==> config.mk <==
export PLATFORM = sky130hd
export DESIGN_NAME = instruction_sequencer
export DESIGN_NICKNAME = d
export VERILOG_FILES = /design/src/rtl/instruction_sequencer.sv
export SDC_FILE = /design/constraint.sdc
export NUM_CORES = 1
export LEC_CHECK = 0
export CAP_MARGIN = 5
export CELL_PAD_IN_SITES_DETAIL_PLACEMENT = 0
export CELL_PAD_IN_SITES_GLOBAL_PLACEMENT = 2
export CORE_UTILIZATION = 23
export DETAILED_ROUTE_END_ITERATION = 12
export DONT_BUFFER_PORTS = 1
export MAX_ROUTING_LAYER = met4
export PLACE_DENSITY = 0.82
export SYNTH_ARGS = -nofsm -noshare
export SYNTH_HDL_FRONTEND = slang
export SYNTH_SLANG_ARGS = --single-unit
==> constraint.sdc <==
create_clock -name clk -period 1.6 [get_ports clk]
set_clock_uncertainty 0.2 [all_clocks]
set_input_delay 0.32 -clock clk [delete_from_list [all_inputs] [get_ports clk]]
set_output_delay 0.32 -clock clk [all_outputs]
set_load 0.01 [all_outputs]
==> src/rtl/instruction_sequencer.sv <==
// instruction_sequencer: fetch/decode stage between program memory and program_counter.
//
// Drives the memory read address straight from the PC, treats the synchronous ROM output as
// the decode slot, and issues one 2-bit PC command every cycle. Produces the MC14500B
// JMP/RTN/FLAG pulses and squashes the single wrong-path fetch that follows a JMP, CALL,
// RTN or a taken SKZ.
//
// Ports:
//   clk            - clock, all state on posedge
//   reset          - asynchronous active-high reset (also resets program_counter)
//   pc_address     - current PC from program_counter
//   mem_addr       - program memory read address (= pc_address)
//   mem_data       - ROM word addressed in the previous cycle (opcode + operand)
//   rr             - logic-unit result register, tested by SKZ
//   pc_instruction - PC command: 00 INC, 01 JMP, 10 RTN, 11 CALL
//   pc_address_in  - jump/call target (operand slice)
//   exec_valid     - opcode/operand hold a live instruction this cycle
//   opcode/operand - current decode slot fields
//   jmp_flag, rtn_flag, flag_o, flag_f - one-cycle pulses for live JMP/RTN/NOPO/NOPF

module instruction_sequencer #(
    parameter int unsigned ADDR_WIDTH    = 8,
    parameter int unsigned OPERAND_WIDTH = 8,
    parameter int unsigned INSTR_WIDTH   = 4 + OPERAND_WIDTH
) (
    input  logic                     clk,
    input  logic                     reset,
    input  logic [ADDR_WIDTH-1:0]    pc_address,
    output logic [ADDR_WIDTH-1:0]    mem_addr,
    input  logic [INSTR_WIDTH-1:0]   mem_data,
    input  logic                     rr,
    output logic [1:0]               pc_instruction,
    output logic [ADDR_WIDTH-1:0]    pc_address_in,
    output logic                     exec_valid,
    output logic [3:0]               opcode,
    output logic [OPERAND_WIDTH-1:0] operand,
    output logic                     jmp_flag,
    output logic                     rtn_flag,
    output logic                     flag_o,
    output logic                     flag_f
);

    localparam logic [1:0] PcInc  = 2'b00;
    localparam logic [1:0] PcJmp  = 2'b01;
    localparam logic [1:0] PcRtn  = 2'b10;
    localparam logic [1:0] PcCall = 2'b11;

    localparam logic [3:0] OpNopo = 4'b0000;
    localparam logic [3:0] OpJmp  = 4'b1100;
    localparam logic [3:0] OpRtn  = 4'b1101;
    localparam logic [3:0] OpSkz  = 4'b1110;
    localparam logic [3:0] OpNopf = 4'b1111;

    typedef enum logic [1:0] {
        StFill   = 2'b00,
        StRun    = 2'b01,
        StSquash = 2'b10
    } state_e;

    state_e state_q, state_d;

    // The ROM already registers the word, so the decode slot is used as-is.
    assign mem_addr      = pc_address;
    assign opcode        = mem_data[INSTR_WIDTH-1 -: 4];
    assign operand       = mem_data[OPERAND_WIDTH-1:0];
    assign pc_address_in = operand[ADDR_WIDTH-1:0];

    always_ff @(posedge clk or posedge reset) begin
        if (reset) begin
            state_q <= StFill;
        end else begin
            state_q <= state_d;
        end
    end

    always_comb begin
        state_d        = state_q;
        pc_instruction = PcInc;
        exec_valid     = 1'b0;
        jmp_flag       = 1'b0;
        rtn_flag       = 1'b0;
        flag_o         = 1'b0;
        flag_f         = 1'b0;

        unique case (state_q)
            // First cycle after reset: ROM output does not yet reflect PC 0.
            StFill: begin
                state_d = StRun;
            end
            StRun: begin
                exec_valid = 1'b1;
                case (opcode)
                    OpJmp: begin
                        pc_instruction = PcJmp;
                        jmp_flag       = 1'b1;
                        state_d        = StSquash;
                    end
                    OpRtn: begin
                        pc_instruction = PcRtn;
                        rtn_flag       = 1'b1;
                        state_d        = StSquash;
                    end
                    // NOPF doubles as CALL to the operand address.
                    OpNopf: begin
                        pc_instruction = PcCall;
                        flag_f         = 1'b1;
                        state_d        = StSquash;
                    end
                    OpSkz: begin
                        if (!rr) begin
                            state_d = StSquash;
                        end
                    end
                    OpNopo: begin
                        flag_o = 1'b1;
                    end
                    default: ;
                endcase
            end
            // Wrong-path word: ignored whatever its opcode.
            StSquash: begin
                state_d = StRun;
            end
            default: begin
                state_d = StFill;
            end
        endcase
    end

endmodule

==> impl_metrics.env, run 1 <==
export IMPL_synth_common_cells="buf_4, inv_1"
export IMPL_status="finished with violations"
export IMPL_htreeDepth=1
export IMPL_antenna_found_initial=0
export IMPL_power_frac_comb_pct=28.0
export IMPL_cp_num_buf_inv=2
export IMPL_num_antenna_cells=0
export IMPL_worstReg2RegStart="state_q[1]"
export IMPL_placed_area_um2=205.2
export IMPL_setup_ws_ns=-0.1794
export IMPL_final_nets=55
export IMPL_io_pins=58
export IMPL_drv_cap=0
export IMPL_slew_headroom_pct=82.14
export IMPL_syn_avg_cell_area_um2=7.933
export IMPL_holdWs_ns=0.09205
export IMPL_synth_seq_cells=2
export IMPL_synth_nets=70
export IMPL_rsz0062_at_grt="yes"
export IMPL_fin_util_pct=21.59
export IMPL_cp_end_kind="output port"
export IMPL_cts_tree="yes"
export IMPL_switchingPower_uw=68.14
export IMPL_yosysWarningCount=0
export IMPL_tightest_slew_ns=0.2667
export IMPL_final_cell_area_um2=325.3
export IMPL_critPathSlowestCell="dfrtp_1"
export IMPL_finalCriticalPeriod_ns=1.779
export IMPL_min_to="state_q[0]"
export IMPL_fmax_mhz=562.0
export IMPL_crit_top_cell="buf_4"
export IMPL_num_vias=216
export IMPL_cts_inserted_buffers=3
export IMPL_wl_per_cell_um=13.91
export IMPL_finalCritPeriodShare_pct=111.2
export IMPL_clockBufferDepth=2
export IMPL_gr_total_overflow=0
export IMPL_cpLargestDelayFamily="flip-flops"
export IMPL_cts_root_buf="clkbuf_4"
export IMPL_synth_area_top_cells="buf_4, dfrtp_1, nor4b_4"
export IMPL_die_h_um=42.27
export IMPL_leakage_nw=0.1437
export IMPL_p_sw_share_pct=27.99
export IMPL_grt_pass1_vias=213
export IMPL_worst_hold_path_num_cells=2
export IMPL_firstDrtPassIters=2
export IMPL_fin_total_pwr_uw=243.5
export IMPL_io_buffers=0
export IMPL_seq_area_frac_synth_pct=13.42
export IMPL_violations="setup timing"
export IMPL_synth_edff_count=0
export IMPL_initial_core_util_pct=24.75
export IMPL_place_congestion=0.6283
export IMPL_startpoint="state_q[1]"
export IMPL_seqPwrFrac_pct=24.2
export IMPL_setup_violations_final=6
export IMPL_via_per_inst=4.696
export IMPL_synthDistinctLibCells=14
export IMPL_drv_slew=0
export IMPL_layout_drive_gt1_share_pct=60.00
export IMPL_path_cells="nand4b_1, buf_4, buf_4, nor2_4"
export IMPL_p_int_uw=175.3
export IMPL_yosys_area_top_type="buf_4"
export IMPL_reg2reg_to="state_q[1]"
export IMPL_num_rows=14
export IMPL_gr_usage_all_layers_pct=6.922
export IMPL_detailed_place_hpwl_um=451.9
export IMPL_drcViolationCount=0
export IMPL_yosysMostFrequentCell="buf_4"
export IMPL_critPathKind="reg -> out"
export IMPL_core_area_um2=1506
export IMPL_clk_pin_slew_ns=0.03
export IMPL_syn_area_um2=372.9
export IMPL_cp_slowest_stage_delay_ns=0.36
export IMPL_worst_ep_arrival_time_ns=1.26
export IMPL_ir_worst_vdd_v=0.0001708
export IMPL_yosysTopAreaCellShare_pct=56.38
export IMPL_reg2reg_slack_ns=0.30
export IMPL_grt_first_pass_wirelength_um=855
export IMPL_regMostFlops="state_q"
export IMPL_dp_slack_ns=0.02612
export IMPL_hold_path_startpoint="mem_data[9]"
export IMPL_synthFlopType="dfrtp_1"
export IMPL_drt_iter0_drc=1
export IMPL_critPathMaxFanout=2
export IMPL_cp_required_ns=1.08
export IMPL_cp_start_kind="flip-flop"
export IMPL_die_area_um2=1786
export IMPL_chipWidth_um=42.27
export IMPL_reg_top3="state_q x2"
export IMPL_clkPwrFrac_pct=47.8
export IMPL_reg2regPathDepth=4
export IMPL_synthArstFlopShare_pct=100.0
export IMPL_clkLatencyLatePin_ns=0.23
export IMPL_power_density_nw_per_um2=748.4
export IMPL_largest_reg_flops=2
export IMPL_synth_cells=47
export IMPL_grt_max_degree=7
export IMPL_hold_path_class="in -> reg"
export IMPL_syn2layout_area_growth_pct=-12.75
export IMPL_hold_viol_final=0
export IMPL_ant_nets=0
export IMPL_clock_sinks=2
export IMPL_drt_wl_total_um=640
export IMPL_fillers=171
## logic make-up (layout without fill, tap and decap cells)
group | after synthesis | in the layout | synth area share (%)
AO/OA/AOI/OAI | 2 | 2 | 3.355
buffers and inverters | 31 | 14 | 59.40
flip-flops | 2 | 2 | 13.42
AND/OR/NAND/NOR | 12 | 12 | 23.83
## cell type report
class                           instances  area [um^2]  area share, %
Clock buffer                            3        22.52          6.923
Inverter                                3        11.26          3.462
Multi-Input combinational cell         14        151.4          46.54
Sequential cell                         2        50.05          15.38
Tap cell                               16        20.02          6.154
Timing Repair Buffer                    8        70.07          21.54
## layout by cell type (no fill, tap or decap), drive strengths merged
cell and instances:
a22oi 1, nand3b 1, a21oi 1, or2 1, and3 1, clkbuf 3
buf 7, nor2b 2, inv 3, nand4b 1, dfrtp 2, nor2 2
nand2 1, nor3 2, dlygate4sd3 1, nor4b 1
## how the worst max path moves through the flow
stage / end / slack [ns] / depth (start not counted)
after floorplan: flag_f / 0.15 / 2
after global placement: flag_f / 0.07 / 3
after detailed placement: rtn_flag / 0.03 / 3
after CTS: rtn_flag / -0.17 / 4
after global routing: flag_f / -0.21 / 4
final: pc_instruction[1] / -0.18 / 4
## per-layer routing
metal | vias up | track usage, % | routed length, um
li1 | 89 | - | -
met1 | 112 | 4.724 | 168
met2 | 13 | 9.846 | 326
met3 | 2 | 5.603 | 132
met4 | 0 | 8.125 | 13
met5 | - | - | 0
## per-stage QoR
step	setup TNS, ns	std cells
detailed placement	0	38
floorplan	0	47
finish	-0.6285	46
CTS	-0.6582	45
global route	-0.8174	46
global placement	0	38
## what timing repair did
action / 4_1_cts / 5_1_grt
setup buffers: 3 / 2
endpoints found under the hold margin: 2 / 0
pin swaps: 1 / 2
hold buffers: 1 / 0
setup endpoints to repair: 6 / 6
resized for setup: 3 / 10
## power by group through the flow
| stage | logic, mW | registers [mW] | clock network (mW) |
|---|---|---|---|
| after CTS | 0.0539 | 0.0588 | 0.119 |
| after floorplan | 0.0999 | 0.0586 | 0 |
| final | 0.0682 | 0.0590 | 0.116 |
| after global routing | 0.0728 | 0.0595 | 0.121 |
| after global placement | 0.0383 | 0.0590 | 0 |
| after detailed placement | 0.0391 | 0.0595 | 0 |
Note: power is estimated with default switching activity, not from simulation.
==> run 2: changes to the inputs <==
- GPL_TIMING_DRIVEN: not set -> 0
==> run 2 against run 1 <==
- the run still ends with setup timing left
- hold slack got worse by 0.011 ns
- via count rose by 40%
- flip-flop and latch count did not move
- cell count rose by 48%
- routed wire length rose by 1.6%
- sequential power barely moved
- first-iteration DRC count rose to 4.0 times the previous value
- die area did not move
- design area rose by 45%
- critical path type unchanged
- largest cell class is now buffers
==> impl_metrics.env, run 2 (synthesized netlist as in run 1, its figures left out) <==
export IMPL_status="finished with violations"
export IMPL_violations="setup timing"
export IMPL_die_area_um2=1786
export IMPL_via_per_inst=4.456
export IMPL_gr_usage_all_layers_pct=7.313
export IMPL_antenna_found_initial=0
export IMPL_final_cells=68
export IMPL_worstReg2RegStart="state_q[1]"
export IMPL_cp_start_kind="flip-flop"
export IMPL_io_buffers=0
export IMPL_setup_ws_ns=-0.03630
export IMPL_power_density_nw_per_um2=626.4
export IMPL_grt_first_pass_wirelength_um=869
export IMPL_hold_path_startpoint="mem_data[9]"
export IMPL_core_area_um2=1506
export IMPL_hold_viol_final=0
export IMPL_finalCritPeriodShare_pct=102.3
export IMPL_hold_path_class="in -> reg"
export IMPL_final_common_cell="buf_4"
export IMPL_regMostFlops="state_q"
export IMPL_critPathMaxFanout=6
export IMPL_cts_tree="yes"
export IMPL_ant_nets=0
export IMPL_wl_per_cell_um=9.559
export IMPL_dp_cells=63
export IMPL_grt_pass1_vias=240
export IMPL_drt_iter0_drc=4
export IMPL_leakage_nw=0.2424
export IMPL_fillers=174
export IMPL_fin_total_pwr_uw=294.7
export IMPL_syn2layout_area_growth_pct=26.17
export IMPL_layout_drive_gt1_share_pct=76.92
export IMPL_regArea_um2=50.05
export IMPL_grt_max_degree=7
export IMPL_num_rows=14
export IMPL_mostFrequentLayoutCells="buf_4, inv_1, clkbuf_4"
export IMPL_reg_top3="state_q x2"
export IMPL_reg2reg_slack_ns=0.50
export IMPL_drv_slew=0
export IMPL_htreeDepth=1
export IMPL_clkLatencyLatePin_ns=0.23
export IMPL_die_h_um=42.27
export IMPL_firstDrtPassIters=4
export IMPL_drv_cap=0
export IMPL_clock_sinks=2
export IMPL_cts_root_buf="clkbuf_4"
export IMPL_rsz0062_at_grt="yes"
export IMPL_clockBufferDepth=2
export IMPL_initial_core_util_pct=24.75
export IMPL_fmax_mhz=611.1
export IMPL_cts_inserted_buffers=3
export IMPL_final_nets=77
export IMPL_num_antenna_cells=0
export IMPL_crit_path_end="pc_instruction[0]"
export IMPL_num_vias=303
export IMPL_setup_violations_final=6
export IMPL_reg2regPathDepth=3
export IMPL_largest_reg_flops=2
export IMPL_drt_wl_total_um=650
export IMPL_drcViolationCount=0
export IMPL_finalCriticalPeriod_ns=1.636
export IMPL_gr_total_overflow=0
export IMPL_slew_headroom_pct=82.57
export IMPL_worst_ep_arrival_time_ns=1.12
export IMPL_startpoint="state_q[1]"
export IMPL_io_pins=58
export IMPL_clk_pin_slew_ns=0.03
export IMPL_chipWidth_um=42.27
export IMPL_place_congestion=0.6241
export IMPL_ir_worst_vdd_v=0.0002523
export IMPL_cp_end_kind="output port"
export IMPL_multi_input_area_um2=135.1
export IMPL_reg2reg_to="state_q[1]"
export IMPL_cp_required_ns=1.08
export IMPL_tightest_slew_ns=0.2604
export IMPL_critPathKind="reg -> out"
-- run 2: changes by cell type in the layout (fill, tap and decap cells not counted), sizes merged --
cell / delta
buf: +22
-- run 2: what timing repair did --
item | CTS | global route
setup endpoints to repair | 6 | 6
setup buffers | 1 | 0
hold endpoints to repair | 2 | 0
gates resized for setup | 9 | 0
hold buffers | 1 | 0
-- run 2: stage by stage --
step | hold WS, ns | TNS [ns] | util (%) | setup WS, ns | instance area (um^2)
after CTS | 0.08400 | -0.2325 | 31.23 | -0.04279 | 470.5
after detailed placement | -0.1312 | 0 | 26.08 | 0.02713 | 392.9
final | 0.08076 | -0.1899 | 31.23 | -0.03630 | 470.5
after global placement | -0.1340 | 0 | 26.08 | 0.04070 | 392.9
after floorplan | -0.1388 | 0 | - | 0.1487 | 372.9
after global routing | 0.1149 | -0.4898 | 31.23 | -0.08679 | 470.5
-- run 2: routing by layer --
layer | share of wire [%] | global-route usage (%)
met2 | 51 | 10.77
met4 | 2.9 | 7.500
met5 | 0 | -
met3 | 18 | 3.448
met1 | 28 | 6.631
-- run 2: how the worst min path moves through the flow --
stage | end | slack (ns) | depth (start not counted)
floorplan | state_q[0] | -0.14 | 1
global placement | state_q[0] | -0.13 | 1
detailed placement | state_q[1] | -0.13 | 1
CTS | state_q[0] | 0.08 | 2
global route | state_q[0] | 0.11 | 2
finish | state_q[0] | 0.08 | 2
-- run 2: cell type report --
class,instances,share of cell area [%]
Buffer,28,44.68
Clock buffer,3,4.787
Inverter,3,2.394
Multi-Input combinational cell,14,28.72
Sequential cell,2,10.64
Tap cell,16,4.255
Timing Repair Buffer,2,4.521
-- run 2: power by group --
part           internal (mW)  switching (mW)  total, mW
Combinational         0.0650          0.0542      0.119
Sequential            0.0555         0.00349     0.0590
Clock                 0.0831          0.0334      0.116
Total                  0.204          0.0910      0.295
-- run 2: worst max-delay path, cell delays in order, from the launching register on --
cell and delay (ns):
dfrtp_1 0.38, nand4b_1 0.19, buf_6 0.16, a21oi_2 0.15
==> run 3: changes to the inputs <==
- ABC_AREA: not set -> 1
- CORE_UTILIZATION: 23 -> 22
- PLACE_DENSITY: 0.82 -> 0.81
==> run 3 against run 2 <==
- the run ends with DRC left
- flip-flop and latch count stayed put
- count of clock-buffer cells in the layout stayed put
- register-to-register slack improved by 0.08 ns
- critical endpoint is now flag_f
- largest cell class unchanged
- largest power group unchanged
==> impl_metrics.env, run 3 <==
export IMPL_seq_area_frac_synth_pct=13.11
export IMPL_gr_total_overflow=0
export IMPL_die_area_um2=1905
export IMPL_clk_pin_slew_ns=0.03
export IMPL_synth_compound_area_share_pct=2.295
export IMPL_synthXorXnorAreaFrac_pct=0
export IMPL_cp_end_kind="output port"
export IMPL_worst_ep_arrival_time_ns=1.07
export IMPL_synthDistinctLibCells=13
export IMPL_wl_per_cell_um=9.382
export IMPL_cp_start_kind="flip-flop"
export IMPL_via_per_inst=4.145
export IMPL_synth_top_family_by_area="buffers and inverters"
export IMPL_antenna_found_initial=0
export IMPL_layout_drive_gt1_share_pct=68.33
export IMPL_worst_hold_path_num_cells=4
export IMPL_detailed_place_hpwl_um=638.4
export IMPL_ir_worst_vdd_v=0.0001626
export IMPL_final_common_cell="buf_4"
export IMPL_reg_top3="state_q x2"
export IMPL_synth_area_top_cells="buf_4, dfrtp_1, nand2_1"
export IMPL_regArea_um2=50.05
export IMPL_clock_sinks=2
export IMPL_core_area_um2=1559
export IMPL_htreeDepth=1
export IMPL_die_h_um=43.65
export IMPL_yosys_mux_area_fraction_pct=0
export IMPL_gr_usage_all_layers_pct=7.597
export IMPL_initial_core_util_pct=24.48
export IMPL_cts_root_buf="clkbuf_4"
export IMPL_reg2regPathDepth=3
export IMPL_synthFlopType="dfrtp_1"
export IMPL_grt_pass1_vias=265
export IMPL_tightest_slew_ns=0.2442
export IMPL_fillers=170
export IMPL_io_pins=58
export IMPL_syn_area_um2=381.6
export IMPL_num_rows=14
export IMPL_num_vias=315
export IMPL_yosysTopAreaCellShare_pct=55.08
export IMPL_grt_max_degree=6
export IMPL_synthAdderAreaFrac_pct=0
export IMPL_drv_slew=0
export IMPL_leakage_nw=0.2634
export IMPL_yosysWarningCount=0
export IMPL_rsz0062_at_grt="yes"
export IMPL_synthArstFlopShare_pct=100.0
export IMPL_finalCriticalPeriod_ns=1.593
export IMPL_ant_nets=0
export IMPL_violations="DRC"
export IMPL_clkLatencyLatePin_ns=0.23
export IMPL_synth_seq_cells=2
export IMPL_largest_reg_flops=2
export IMPL_multi_input_area_um2=121.4
export IMPL_fmax_mhz=627.9
export IMPL_cts_tree="yes"
export IMPL_setup_violations_final=0
export IMPL_dp_slack_ns=0.1919
export IMPL_critPathKind="reg -> out"
export IMPL_critPathMaxFanout=5
export IMPL_num_antenna_cells=0
export IMPL_drt_iter0_drc=9
export IMPL_place_congestion=0.6538
export IMPL_syn2layout_area_growth_pct=21.64
export IMPL_synth_cells=55
export IMPL_status="finished with violations"
export IMPL_io_buffers=0
export IMPL_final_cells=76
export IMPL_regMostFlops="state_q"
export IMPL_power_density_nw_per_um2=643.1
export IMPL_yosys_area_top_type="buf_4"
export IMPL_synth_nets=78
export IMPL_yosysMostFrequentCell="buf_4"
export IMPL_finalCritPeriodShare_pct=99.54
export IMPL_cts_inserted_buffers=3
export IMPL_syn_avg_cell_area_um2=6.938
export IMPL_firstDrtPassIters=8
export IMPL_drt_wl_total_um=713
export IMPL_chipWidth_um=43.65
export IMPL_setup_ws_ns=0.007299
export IMPL_drv_cap=0
export IMPL_slew_headroom_pct=83.63
export IMPL_cp_required_ns=1.08
export IMPL_final_nets=85
export IMPL_synth_simple_gate_area_share_pct=23.61
export IMPL_hold_viol_final=0
export IMPL_grt_first_pass_wirelength_um=1014
export IMPL_clockBufferDepth=2
export IMPL_mostFrequentLayoutCells="buf_4, nand2_1, inv_1"
export IMPL_hold_path_class="in -> reg"
export IMPL_synth_edff_count=0
export IMPL_fin_total_pwr_uw=298.5
export IMPL_holdWs_ns=0.1561
export IMPL_dp_cells=71
export IMPL_drcViolationCount=3
export IMPL_synth_common_cells="buf_4, nand2_1, inv_1"
## run 3: changes by cell type after synthesis, sizes merged
| cell | before | now |
|---|---|---|
| nand3 | 0 | 1 |
| inv | 3 | 6 |
| nand4b | 1 | 0 |
| a22oi | 1 | 0 |
| nand2 | 1 | 9 |
| nor2b | 2 | 0 |
| nor3 | 2 | 1 |
| nor2 | 2 | 5 |
| nand3b | 1 | 0 |
| nor4b | 1 | 0 |
## run 3: what timing repair did
item,in CTS,in global routing
setup buffers,1,0
pin swaps,1,0
resized for setup,2,4
hold buffers,1,0
setup endpoints to repair,6,5
endpoints found under the hold margin,2,0
## run 3: area by class of cell
| class | count | area share, % |
|---|---|---|
| inverters | 6 | 4.852 |
| repair buffers | 2 | 3.774 |
| plain buffers | 28 | 45.28 |
| multi-input cells | 19 | 26.15 |
| well taps | 16 | 4.313 |
| flip-flops and latches | 2 | 10.78 |
| clock buffers | 3 | 4.852 |
## run 3: report_power, final
part,total [mW],leakage [nW],internal [mW],switching [mW]
clock,0.113,0.0138,0.0828,0.0300
sequential,0.0591,0.0236,0.0554,0.00369
combinational,0.127,0.226,0.0627,0.0639
## run 3: cells by family (layout without fill, tap and decap cells)
family | Yosys count | count (layout)
buffers and inverters | 34 | 39
AND/OR/NAND/NOR | 18 | 18
flip-flops | 2 | 2
AO/OA/AOI/OAI | 1 | 1
## run 3: metrics by stage
step	util, %	cell area, um^2	TNS [ns]
final	29.78	464.2	0
after global routing	29.78	464.2	-0.2307
after CTS	29.13	454.2	-0.1558
after detailed placement	25.76	401.6	0
after global placement	25.76	401.6	0
after floorplan	-	381.6	0
## run 3: path summary, 6_finish.rpt
kind,start,endpoint,slack (ns)
max,state_q[0],flag_f,0.007
min,rr,state_q[0],0.16
max reg2reg,state_q[0],state_q[1],0.58
min reg2reg,state_q[0],state_q[0],0.36
max in group asynchronous,reset,state_q[1],0.89
min in group asynchronous,reset,state_q[0],0.20
## run 3: layer usage
metal,track usage [%],vias up,share of wire [%]
met3,3.750,0,12
met1,8.060,139,36
met2,11.64,31,51
met4,3.750,0,0
li1,-,145,-
met5,-,-,0
## run 3: worst max-delay path: stages (launching register included)
cell and delay, ns:
dfrtp_1 0.35, inv_2 0.05, nor2_4 0.18, nand2_4 0.11, nor2_2 0.16
